`src/rtl/bsg_n_to_1_tagged_credit_arb_if.sv`:
```
// Handshake bundle between n valid/yumi input streams, the tagged output
// stream and the per-channel credit return path.
interface bsg_n_to_1_tagged_credit_arb_if #(
  parameter int width_p      = 8,
  parameter int num_in_p     = 4,
  parameter int tag_width_lp = (num_in_p > 1) ? $clog2(num_in_p) : 1
);
  logic [num_in_p-1:0]              v_i;
  logic [num_in_p-1:0][width_p-1:0] data_i;
  logic [num_in_p-1:0]              yumi_o;

  logic                    v_o;
  logic [tag_width_lp-1:0] tag_o;
  logic [width_p-1:0]      data_o;
  logic                    yumi_i;

  logic [num_in_p-1:0] credit_i;
  logic [num_in_p-1:0] credit_avail_o;

  modport master (
    output v_i, data_i, yumi_i, credit_i,
    input  yumi_o, v_o, tag_o, data_o, credit_avail_o
  );

  modport slave (
    input  v_i, data_i, yumi_i, credit_i,
    output yumi_o, v_o, tag_o, data_o, credit_avail_o
  );
endinterface

```
`src/rtl/bsg_n_to_1_tagged_credit_arb.sv`:
```
// Round-robin n-to-1 arbiter feeding a tagged demux FIFO; a per-channel
// credit counter keeps each downstream channel from overflowing.
module bsg_n_to_1_tagged_credit_arb #(
  parameter int width_p  = 8,
  parameter int num_in_p = 4,
  parameter int els_p    = 2,
  localparam int tag_width_lp = (num_in_p > 1) ? $clog2(num_in_p) : 1,
  localparam int ctr_width_lp = $clog2(els_p + 1)
) (
  input logic clk_i,
  input logic reset_i,
  bsg_n_to_1_tagged_credit_arb_if.slave io
);

  localparam logic [ctr_width_lp-1:0] credit_max_lp = ctr_width_lp'(els_p);
  localparam logic [tag_width_lp-1:0] last_idx_lp   = tag_width_lp'(num_in_p - 1);

  logic [num_in_p-1:0][ctr_width_lp-1:0] credit_r;
  logic [tag_width_lp-1:0]               rr_ptr_r;

  logic [num_in_p-1:0]     elig;
  logic                    grant_found;
  logic [tag_width_lp-1:0] grant_idx;
  logic                    v_int;
  logic                    fire;
  logic [num_in_p-1:0]     dec;

  always_comb begin
    for (int i = 0; i < num_in_p; i++) begin
      elig[i] = io.v_i[i] & (credit_r[i] != '0);
    end
  end

  // Ascending search from rr_ptr_r with an explicit wrap, so non-power-of-two
  // channel counts never index past the last channel.
  always_comb begin
    int cand;
    cand        = 0;
    grant_found = 1'b0;
    grant_idx   = '0;
    for (int k = 0; k < num_in_p; k++) begin
      cand = int'(rr_ptr_r) + k;
      if (cand >= num_in_p) cand = cand - num_in_p;
      if (!grant_found && elig[cand]) begin
        grant_found = 1'b1;
        grant_idx   = tag_width_lp'(cand);
      end
    end
  end

  assign v_int     = grant_found & ~reset_i;
  assign io.v_o    = v_int;
  assign io.tag_o  = v_int ? grant_idx : '0;
  assign io.data_o = io.data_i[grant_idx];

  // A yumi without a valid word is dropped so state stays put.
  assign fire = io.yumi_i & v_int;

  always_comb begin
    dec = '0;
    if (fire) dec[grant_idx] = 1'b1;
  end

  assign io.yumi_o = dec;

  always_comb begin
    for (int i = 0; i < num_in_p; i++) begin
      io.credit_avail_o[i] = (credit_r[i] != '0);
    end
  end

  always_ff @(posedge clk_i) begin
    if (reset_i) begin
      for (int i = 0; i < num_in_p; i++) credit_r[i] <= credit_max_lp;
      rr_ptr_r <= '0;
    end else begin
      for (int i = 0; i < num_in_p; i++) begin
        if (dec[i] && !io.credit_i[i]) begin
          credit_r[i] <= credit_r[i] - 1'b1;
        end else if (!dec[i] && io.credit_i[i] && credit_r[i] != credit_max_lp) begin
          credit_r[i] <= credit_r[i] + 1'b1;
        end
      end
      if (fire) begin
        rr_ptr_r <= (grant_idx == last_idx_lp) ? '0 : grant_idx + 1'b1;
      end
    end
  end

`ifndef SYNTHESIS
  always_ff @(posedge clk_i) begin
    if (!reset_i) begin
      assert (!(io.yumi_i && !v_int))
        else $error("yumi_i asserted while v_o is low");
      for (int i = 0; i < num_in_p; i++) begin
        assert (!(io.credit_i[i] && !dec[i] && credit_r[i] == credit_max_lp))
          else $error("credit overflow on channel %0d", i);
      end
    end
  end
`endif

endmodule

```
`src/flat_wrapper.sv`:
```
// flat-port wrapper written by rule: the top's interface ports become plain ports
module bsg_n_to_1_tagged_credit_arb_flat 
#(
  parameter int width_p  = 8,
  parameter int num_in_p = 4,
  parameter int els_p    = 2,
  localparam int tag_width_lp = (num_in_p > 1) ? $clog2(num_in_p) : 1,
  localparam int ctr_width_lp = $clog2(els_p + 1)
)
  (clk_i, reset_i, io_v_i, io_data_i, io_yumi_i, io_credit_i, io_yumi_o, io_v_o, io_tag_o, io_data_o, io_credit_avail_o);
  bsg_n_to_1_tagged_credit_arb_if #(.width_p(width_p), .num_in_p(num_in_p)) io_i ();
  input logic clk_i;
  input logic reset_i;
  input wire logic [$bits(io_i.v_i)-1:0] io_v_i;
  input wire logic [$bits(io_i.data_i)-1:0] io_data_i;
  input wire logic [$bits(io_i.yumi_i)-1:0] io_yumi_i;
  input wire logic [$bits(io_i.credit_i)-1:0] io_credit_i;
  output wire logic [$bits(io_i.yumi_o)-1:0] io_yumi_o;
  output wire logic [$bits(io_i.v_o)-1:0] io_v_o;
  output wire logic [$bits(io_i.tag_o)-1:0] io_tag_o;
  output wire logic [$bits(io_i.data_o)-1:0] io_data_o;
  output wire logic [$bits(io_i.credit_avail_o)-1:0] io_credit_avail_o;
  assign io_i.v_i = io_v_i;
  assign io_i.data_i = io_data_i;
  assign io_i.yumi_i = io_yumi_i;
  assign io_i.credit_i = io_credit_i;
  assign io_yumi_o = io_i.yumi_o;
  assign io_v_o = io_i.v_o;
  assign io_tag_o = io_i.tag_o;
  assign io_data_o = io_i.data_o;
  assign io_credit_avail_o = io_i.credit_avail_o;
  bsg_n_to_1_tagged_credit_arb #(.width_p(width_p), .num_in_p(num_in_p), .els_p(els_p)) u_core (.clk_i(clk_i), .reset_i(reset_i), .io(io_i));
endmodule
```
`config.mk`:
```
export PLATFORM = sky130hd
export DESIGN_NAME = bsg_n_to_1_tagged_credit_arb_flat
export DESIGN_NICKNAME = d
export VERILOG_FILES = /design/src/rtl/bsg_n_to_1_tagged_credit_arb_if.sv /design/src/rtl/bsg_n_to_1_tagged_credit_arb.sv /design/src/flat_wrapper.sv
export SDC_FILE = /design/constraint.sdc
export NUM_CORES = 1
export LEC_CHECK = 0
export CAP_MARGIN = 10
export CORE_MARGIN = 10
export CORE_UTILIZATION = 42
export CTS_BUF_LIST = sky130_fd_sc_hd__clkbuf_8
export DETAILED_ROUTE_END_ITERATION = 12
export PLACE_DENSITY = 0.9
export SYNTH_ARGS = -nofsm -noshare
export SYNTH_HDL_FRONTEND = slang
export SYNTH_SLANG_ARGS = --single-unit
```
`constraint.sdc`:
```
create_clock -name clk_i -period 6.38 [get_ports clk_i]
set_input_delay 0.638 -clock clk_i [delete_from_list [all_inputs] [get_ports clk_i]]
set_output_delay 0.638 -clock clk_i [all_outputs]
set_load 0.01 [all_outputs]
```
==> metrics.md <==
| Metric | Value |
|---|---|
| Area occupied by multi-input gates | approximately 800 sq um |
| Vias in the first global route | approximately 1,300 |
| Async set-reset flop share out of synthesis | 0% |
| Max-cap violations | 0 |
| Crit. End Element | primary output |
| Final Hold Fails | 0 |
| Total power | 0.359 mW |
| Sequential share of the synthesized area | 18.7% |
| Setup TNS | 0 ns |
| Hold_sp | u_core.rr_ptr_r[1] |
| Nets | 239 |
| Setup Buffers After CTS | 0 |
| Routed wl met2 | ~1.7 mm |
| Total GRT Usage | 13.8% |
| Drc violations | 0 |
| Antenna diodes | 0 |
| Net Count, Synth | 178 |
| Worst r2r dst | u_core.credit_r[3] |
| Highest clock rate | 257 MHz |
| I/O pin total | 62 |
| YS warnings | 0 |
| Max Transition Viols Final | 0 |
| Core area | 2450 sq um |
| Post-synthesis cell count | approximately 130 |
| Arr. time, crit path | approximately 3.3 ns |
| Maximum vdd ir drop | between 100 and 150 uV |
| Worst hold margin | 0.536 ns |
| Fillers | 192 |
| Setup Skew | 0.00654 ns |
| Relative slew slack | 58.1% |
| Worst Reg-to-Reg Cells | 9 |
| FF+latch count, synth | 10 |
| RSZ-0062 raised after global routing | no |
| Vert. Die Dim | 70.4 microns |
| FF/Latch Area | 200 sq um |
| Crit Path Max Fanout | 17 |
| Port bufs | 61 |
| Outcome | complete, no violations |
| Total grt overflow | 0 |
| Worst Hold Depth | 2 |
| Dominant cells by area after synthesis | dfxtp_1 19%, mux2i_1 9.4%, mux2_2 7.4% |
| Mean Syn Cell Area | 8.03 sq um |
| Utilization after layout | a little over two thirds |
| Starting Density | 43.5% |
| Area fraction of the dominant cell type after synthesis | between 10% and 20% |
| CTS clk-pin slew, worst paths | 0.04 ns |
| PD cells | between 200 and 250 nW/um^2 |
| Resized Gates After CTS | 0 |
| Synthesized area | 1070 sq um |
| TritonCTS clock tree | built |
| Clock sinks | 10 |
| Die W | roughly 70 microns |
| Final setup fails | 0 |
| Hold Path Sink | u_core.rr_ptr_r[1] |
| Root Buffer | clkbuf_8 |
| WL met1 | between 1 and 1.5 mm |
| Top_reg_cell synth | dfxtp_1 |
| Final WL | 3.62 mm |
| Post-synth EDFFs | 0 |
| Die ar. | 4960 sq um |
| CTS hold repair buffers | 0 |
| Yosys top cell by area | dfxtp_1 |
| Worst Max-Slew Pin Slew | 0.625 ns |
| Clock buffer depth | 2 |
| Hpwl dp | 3.07 mm |
| Vias | 1,219 |
| Largest net degree at the start of global routing | 26 |
| WS Path Type | input pin to primary output |
| Initial drt markers | 98 |
| Leakage | 0.708 nW |
| CP Launch Type | input pin |
| Area grow syn2layout | 61.5% |
| Minimum clock period | 3.90 ns |
| CP Data Required Time | about 5.7 ns |
| Wire length on met3 | 520 microns |
| RePlAce Congestion | 0.767 |
| Pre-Repair DR Iteration Count | 4 |
| Skew-Pair Late Insertion Delay | 0.24 ns |
| Num rows | 18 |
| Hold WC Path Type | flop to flop |
| Fraction of layout cells with a size suffix above 1 | between 10% and 20% |
| Highest routed metal layer | met4 |
| DR vias/cell | 5.49 |
| CTS H-Tree Depth | 1 |
| First-pass GRT wire length | 5.72 mm |
| CTS Buf Count | 3 |
| Tcrit/Tclk final | 61.1% |
| R2r setup slk | 3.69 ns |
| Worst reg2reg path startpoint | u_core.credit_r[6] |
| Average wire per standard cell | 16.3 microns |
| Unique cell type count in the Yosys netlist | 46 |
| Initial antenna violation count | 0 |
| Post-DRT Antenna Nets | 0 |
## state kept, by name, summed over array words and instances (netlist names)
| register | flops |
|---|---|
| u_core.rr_ptr_r | 2 |
| u_core.credit_r | 8 |
## critical path: stages
cell,delay (ns)
clkdlybuf4s50_1,0.51
o21ai_4,0.09
nor3_1,0.24
or3_1,0.33
clkinv_1,0.43
ha_1,0.38
and2_1,0.15
clkdlybuf4s50_1,0.48
## cell type report
cell class,instances,share of cell area (%)
well taps,30,2.18
clock buffers,3,2.39
multi-input cells,111,46.7
flip-flops and latches,10,11.6
inverters,6,1.31
repair buffers,62,35.8
## worst max-delay path by stage
| stage | start | end | depth (start not counted) |
|---|---|---|---|
| floorplan | io_v_i[3] | u_core.credit_r[1] | 10 |
| global placement | io_v_i[2] | io_yumi_o[1] | 8 |
| detailed placement | io_v_i[2] | io_yumi_o[1] | 8 |
| CTS | io_v_i[2] | io_yumi_o[1] | 8 |
| global route | io_v_i[2] | io_yumi_o[1] | 8 |
| finish | io_v_i[2] | io_yumi_o[1] | 8 |
## per-layer routing
layer | up-vias | track usage [%]
li1 | 608 | -
met1 | 540 | 13.5
met2 | 68 | 23.8
met3 | 3 | 8.19
met4 | 0 | 3.95
met5 | - | 0
## Yosys cell counts, types with 2 or more instances
cell / n
nor2_1: 15
dfxtp_1: 10
mux2i_1: 10
a21oi_1: 9
mux2_2: 7
nor3_1: 7
nand2_1: 6
inv_1: 5
o21a_1: 5
or2_2: 5
a211oi_1: 4
a21o_1: 3
o21ai_0: 3
o21ai_1: 3
or3_1: 3
buf_2: 2
buf_4: 2
ha_1: 2
nand2b_1: 2
nor3b_1: 2
o21ai_2: 2
xnor2_1: 2
## power breakdown
| group | switching [mW] | internal (mW) |
|---|---|---|
| clock | 0.0261 | 0.0414 |
| sequential | 0.0104 | 0.0696 |
| combinational | 0.0983 | 0.113 |
## cells in the final DEF (no fill, tap or decap), types with 2 or more instances in the layout
master,instances
nand2b_1,2
o21ai_0,3
clkbuf_8,3
or2_2,5
xnor2_1,2
or3_1,3
ha_1,2
o21ai_2,2
o21a_1,5
a211oi_1,4
a21oi_1,9
o21ai_1,3
inv_1,5
nand2_1,6
nor2_1,15
nor3b_1,2
mux2_2,7
clkdlybuf4s50_1,61
mux2i_1,10
dfxtp_1,10
nor3_1,7
a21o_1,3
## stage by stage
step / worst slack, ns / instance area [sq um] / cells
4_1_cts: 2.48 / 1730 / 222
5_1_grt: 2.29 / 1730 / 222
6_report: 2.48 / 1730 / 222
3_3_place_gp: 2.62 / 1680 / 219
3_5_place_dp: 2.48 / 1680 / 219
2_1_floorplan: 3.67 / 1070 / 133
## cell families (layout without fill, tap and decap cells)
logic type | Yosys count | count (layout) | synth area share (%)
compound gates | 40 | 40 | 27.5
xor+xnor | 2 | 2 | 1.64
fa+ha+maj | 2 | 2 | 2.34
buf+inv | 12 | 71 | 5.85
flops | 10 | 10 | 18.7
mux | 18 | 18 | 17.8
simple gates | 49 | 49 | 26.1
(Power assumes the default switching activity.)
